### src/rtl/instr_aligner.sv
// Realigns word fetches into a 16/32-bit instruction stream; first instr >= 3 cycles after flush on a 0-wait bus.
// Downstream stalls hold the head; fetches stop when fewer than 2 halfword slots would remain. Macro: ALIGNER_RVC_EN.
module instr_aligner #(
  parameter logic [31:0] RESET_PC = 32'h0000_0000,
  parameter int          BUF_HW   = 4
) (
  input  logic        clk,
  input  logic        rst,
  input  logic        in_flush,
  input  logic [31:0] in_flush_pc,
  output logic        out_req,
  output logic [31:0] out_req_addr,
  input  logic        in_req_ready,
  input  logic        in_rsp_valid,
  input  logic [31:0] in_rsp_data,
  input  logic        in_rsp_err,
  output logic        out_valid,
  input  logic        in_ready,
  output logic [31:0] out_instr,
  output logic [31:0] out_pc,
  output logic        out_cif,
  output logic        out_err
);

  localparam int CW = $clog2(BUF_HW + 1);
  localparam int AW = $clog2(BUF_HW);

`ifdef ALIGNER_RVC_EN
  localparam logic RVC_EN = 1'b1;
`else
  localparam logic RVC_EN = 1'b0;
`endif

  logic [15:0]   hw_buf [BUF_HW];
  logic [15:0]   buf_nxt [BUF_HW];
  logic [CW-1:0] count;
  logic [CW-1:0] count_nxt;
  logic [31:0]   pc_q;
  logic [31:0]   fetch_ptr;
  logic          drop;
  logic          outstanding;
  logic          discard;
  logic          err_pending;

  logic [1:0]    instr_hw;
  logic [1:0]    pop_hw;
  logic          rsp_take;
  logic          flush_err;
  int            keep_hw;
  int            push_hw;
  int            src;

  logic          flush_pc_unused;
  assign flush_pc_unused = in_flush_pc[0];

  // Halfwords occupied by the head instruction, 0 while it is still incomplete.
  always_comb begin
    instr_hw = 2'd0;
`ifdef ALIGNER_RVC_EN
    if (hw_buf[0][1:0] != 2'b11) begin
      if (count >= CW'(1)) instr_hw = 2'd1;
    end else if (count >= CW'(2)) begin
      instr_hw = 2'd2;
    end
`else
    if (count >= CW'(2)) instr_hw = 2'd2;
`endif
  end

  always_comb begin
    out_valid = 1'b0;
    out_err   = 1'b0;
    out_cif   = 1'b0;
    out_instr = 32'h0;
    if (instr_hw == 2'd1) begin
      out_valid = 1'b1;
      out_cif   = 1'b1;
      out_instr = {16'h0, hw_buf[0]};
    end else if (instr_hw == 2'd2) begin
      out_valid = 1'b1;
      out_instr = {hw_buf[1], hw_buf[0]};
    end else if (err_pending) begin
      out_valid = 1'b1;
      out_err   = 1'b1;
    end
  end

  assign out_pc       = pc_q;
  assign pop_hw       = (out_valid && in_ready && !out_err) ? instr_hw : 2'd0;
  assign rsp_take     = outstanding && in_rsp_valid && !discard && !in_rsp_err;
  assign flush_err    = !RVC_EN && in_flush_pc[1];
  assign out_req_addr = fetch_ptr;
  assign out_req      = !rst && !in_flush && !outstanding && !err_pending &&
                        (count <= CW'(BUF_HW - 2));

  // Shift out popped halfwords, then append the response behind the survivors.
  always_comb begin
    keep_hw   = int'(count) - int'(pop_hw);
    push_hw   = rsp_take ? (drop ? 1 : 2) : 0;
    src       = 0;
    for (int i = 0; i < BUF_HW; i++) begin
      src        = i + int'(pop_hw);
      buf_nxt[i] = 16'h0;
      if (i < keep_hw)
        buf_nxt[i] = hw_buf[src[AW-1:0]];
      else if (i == keep_hw && push_hw >= 1)
        buf_nxt[i] = drop ? in_rsp_data[31:16] : in_rsp_data[15:0];
      else if (i == keep_hw + 1 && push_hw == 2)
        buf_nxt[i] = in_rsp_data[31:16];
    end
    count_nxt = CW'(keep_hw + push_hw);
  end

  always_ff @(posedge clk) begin
    if (rst) begin
      for (int i = 0; i < BUF_HW; i++) hw_buf[i] <= 16'h0;
      count       <= '0;
      pc_q        <= RESET_PC;
      fetch_ptr   <= {RESET_PC[31:2], 2'b00};
      drop        <= RESET_PC[1];
      outstanding <= 1'b0;
      discard     <= 1'b0;
      err_pending <= !RVC_EN && RESET_PC[1];
    end else if (in_flush) begin
      count       <= '0;
      err_pending <= flush_err;
      pc_q        <= {in_flush_pc[31:1], 1'b0};
      fetch_ptr   <= {in_flush_pc[31:2], 2'b00};
      drop        <= in_flush_pc[1];
      // A fetch still in flight must be waited out; its data is thrown away.
      outstanding <= outstanding && !in_rsp_valid;
      discard     <= outstanding && !in_rsp_valid;
    end else begin
      for (int i = 0; i < BUF_HW; i++) hw_buf[i] <= buf_nxt[i];
      count <= count_nxt;
      if (pop_hw != 2'd0)
        pc_q <= pc_q + {29'd0, pop_hw, 1'b0};
      if (outstanding && in_rsp_valid) begin
        outstanding <= 1'b0;
        discard     <= 1'b0;
        if (!discard) begin
          if (in_rsp_err)
            err_pending <= 1'b1;
          else
            drop <= 1'b0;
        end
      end
      if (out_req && in_req_ready) begin
        outstanding <= 1'b1;
        fetch_ptr   <= fetch_ptr + 32'd4;
      end
    end
  end

endmodule

### config.mk
export PLATFORM = sky130hd
export DESIGN_NAME = instr_aligner
export DESIGN_NICKNAME = d
export VERILOG_FILES = /design/src/rtl/instr_aligner.sv
export SDC_FILE = /design/constraint.sdc
export NUM_CORES = 1
export LEC_CHECK = 0
export CORE_MARGIN = 1
export CORE_UTILIZATION = 40
export DETAILED_ROUTE_END_ITERATION = 10
export HOLD_SLACK_MARGIN = 0.06
export PLACE_DENSITY = 0.66
export SLEW_MARGIN = 10
export SYNTH_ARGS = -nofsm -noshare
export SYNTH_HDL_FRONTEND = slang
export SYNTH_SLANG_ARGS = --single-unit
### constraint.sdc
create_clock -name clk -period 7.94 [get_ports clk]
set_clock_uncertainty 0.2 [all_clocks]
set_input_delay 1.588 -clock clk [delete_from_list [all_inputs] [get_ports clk]]
set_output_delay 1.588 -clock clk [all_outputs]
set_load 0.005 [all_outputs]
==> results.txt <==
Post-CTS Hold Buffers - 0
Total count of max-transition violations in the final report - 0
CTS clock-pin slew for the worst setup and hold paths - 0.06 ns
Post-CTS Setup Repair Bufs - 0
Syn Std Cell Area - 0.007729 mm^2
Overall routing resource usage - 24.48%
Horiz. Die Dim - 141 um
Clock Tree Root - clkbuf_16
Transition at the pin with the smallest max-transition slack - 1.160 ns
HPWL after detailed placement - 16.43 mm
Number of detailed-routing iterations run before antenna repair - 5
Worst path cell trace - clkdlybuf4s50_1 > o21ai_1 > buf_4 > inv_1 > ha_1 > inv_1 > nand2_1 > inv_1 > fa_1 > nand3b_2 > o41ai_4 > a221oi_1 > nor3_1
Ports - 171
Cells after DPL - 1228
Fraction of power spent switching nets - 23.79%
Number of buffers between clock root and the deepest sink - 2
Cell type with the highest occurrence count on the critical path - inv_1
Initial core utilization - 41.04%
Setup slack after placement - 2.135 ns
Clock network latency to the later pin of the worst-skew pair - 0.42 ns
Required @ worst endpoint - 7.99 ns
Number of enable-type register cells in the synthesized netlist - 64
Relative slew slack - 22.67%
Wire length of the first global-routing pass - 37.63 mm
Clock network fraction of total power - 44.4%
Capturing instance or port of the critical path - hw_buf[3][8]
Min Tclk post-route - 5.448 ns
Slowest cell on crit path - o41ai_4
Via/cell ratio - 5.784
Run status - finished, final reports clean
Net total in the final layout - 1070
Wire length reported by the detailed router - 24.22 mm
Number of unique standard cell types used by synthesis - 67
Cell Int Power - 1.340 mW
Fraction of power consumed by sequential logic - 44.8%
Leading cell types in the layout, fill and taps excluded - clkdlybuf4s50_1 (164), nor2b_1 (80), dfxtp_1 (68)
Power density cells - 174.0 mW/mm^2
Number of resized instances in the post-cts repair step - 0
Vias - 7294
Post-synthesis area per instance - 9.039 um^2
Most frequent standard cell in the layout excluding fill and tap cells - clkdlybuf4s50_1
P_leak - 3.393 nW
RSZ-0062 raised after global routing - false
Seq/Total Area, Yosys - 42.48%
IR drop worst, VDD - 0.1557 mV
Maximum fanout along the worst path - 17
Path class of the lowest-slack min-delay path - reg2reg
Synthesized instance count - 855
Share of layout cells above drive strength 1 - 7.400%
Num CTS Buffers - 17
Critical Setup Path Class - in2reg
Total chip power - 1.759 mW
Number of buffers inserted by port buffering - 165
Share of the clock period used by the worst path - 68.61%
Launching point of the worst reg2reg path - count[2]
Kind of end point of the critical path - flip-flop
Crit path launch - in_ready
Critical path's largest stage delay - 0.83 ns
Worst R2R End - hw_buf[3][8]
Register-to-Register Setup Slack - 3.60 ns
Clock tree from TritonCTS - done
H-tree depth - 4
Number of global-route vias before repair - 6615
Final weighted congestion in routability-driven placement - 0.8403
Count of unresolved DRC violations after routing - 0
Number of failing setup endpoints in the final timing report - 0
Cell depth of the worst flop-to-flop path - 12
Core outline area - 0.01883 mm^2
Wire length per cell - 19.20 um
Final TNS setup - 0 ns
Gr ovfl total - 0
Die H - 141 um
Fraction of synthesis flops using an asynchronous set or reset pin - 0%
CP startpoint kind - input port
Count of maximum capacitance violations - 0
Die footprint - 0.01988 mm^2
Critical path data arrival time - 5.50 ns
Maximum number of pins on one net before global-route repair - 63
Final worst hold slack - 0.2532 ns
Count of endpoints failing hold in the final timing report - 0
Post-route insts no fill - 1261
Synthesis-to-finish area growth - 30.81%
Power dissipated by switching net loads - 418.4 uW
Maximum operating frequency - 183.6 MHz
Count of clock tree sinks - 132
Site Rows - 50
Seq cells post-synth - 132
Initial antenna violation count - 1
Final setup slack of the worst path - 2.492 ns
Top_reg_cell synth - dfxtp_1
Gate power share - 10.9%
Starting DRC count in detailed routing - 797
Count of yosys warnings during synthesis - 0
Number of nets with antenna violations after routing - 0
## synthesized netlist by cell type, types with 3 or more instances
library cell	n	area share, %
nor4_1	8	0.65
ha_1	10	1.6
buf_4	4	0.39
dfxtp_1	68	18
xnor2_1	8	0.91
nor3_2	4	0.52
edfxtp_1	64	25
nand3_1	29	1.9
buf_1	3	0.15
a21oi_1	45	2.9
nor2_1	52	2.5
a31oi_1	21	1.7
or3_1	6	0.49
a221oi_1	49	5.6
nor3_1	56	3.6
o21ai_0	35	2.3
and4_1	6	0.68
clkbuf_1	49	2.4
buf_2	9	0.58
inv_1	18	0.87
o211ai_1	5	0.49
or2_2	5	0.40
nand3b_1	5	0.49
a21boi_0	6	0.58
nand2_1	60	2.9
mux2_2	17	2.5
a22oi_1	17	1.7
nor2b_1	80	6.5
nand4_1	21	1.7
a211oi_1	11	1.1
and2_1	6	0.49
and3_1	10	0.81
xor2_1	23	2.6
a21boi_1	3	0.29
o21ai_1	4	0.26
## stage by stage
step	utilization [%]	instance area, um^2
finish	53.69	10110
detailed placement	50.58	9525
global placement	50.58	9525
CTS	53.67	10110
floorplan	-	7740
global route	53.69	10110
## flip-flops by register name, summed over array words and instances (netlist names)
register	cells
err_pending	1
count	3
drop	1
outstanding	1
hw_buf	64
out_pc	31
out_req_addr	30
discard	1
## power groups by stage
stage	registers [mW]	clock network (mW)	logic [mW]
2_1_floorplan	0.789	0	0.0852
3_3_place_gp	0.799	0	0.187
3_5_place_dp	0.800	0	0.189
4_1_cts	0.786	0.788	0.190
5_1_grt	0.792	0.816	0.205
6_report	0.787	0.780	0.191
## how the worst min path moves through the flow
stage,from,to,depth (start not counted)
CTS,out_pc[1],out_pc[1],2
floorplan,out_pc[1],out_pc[1],2
finish,out_pc[1],out_pc[1],2
detailed placement,out_pc[1],out_pc[1],2
global placement,out_pc[1],out_pc[1],2
global route,out_pc[1],out_pc[1],2
## cell type report
class	instances	area, um^2
Antenna cell	1	2.502
Clock buffer	29	541.8
Clock inverter	3	40.04
Fill cell	1722	8721
Inverter	18	67.56
Multi-Input combinational cell	642	4120
Sequential cell	132	3283
Tap cell	260	325.3
Timing Repair Buffer	176	1729
## layer usage
layer	GRT usage, %	vias to the layer above	wire length (um)
met2	36.24	305	10640
met3	4.654	36	1677
met5	0	-	0
met1	35.60	3487	11340
met4	8.181	0	556
li1	-	3466	-
## cell families (layout without fill, tap and decap cells)
group           count (synthesis)  in the layout  synth area share (%)
simple gates                  362            362                 25.34
compound gates                215            215                 19.36
flops                         132            132                 42.48
buf+inv                        84            226                 4.517
xor+xnor                       31             31                 3.513
mux                            18             18                 2.606
fa+ha+maj                      12             12                 2.137
other cells                     1              5               0.04852
## critical path, delay by kind of cell
kind | cells | cell delay (ns)
compound gates | 3 | 1.19
fa+ha+maj | 2 | 0.95
buf+inv | 5 | 1.13
simple gates | 3 | 0.62
Note: power is estimated with default switching activity, not from simulation.
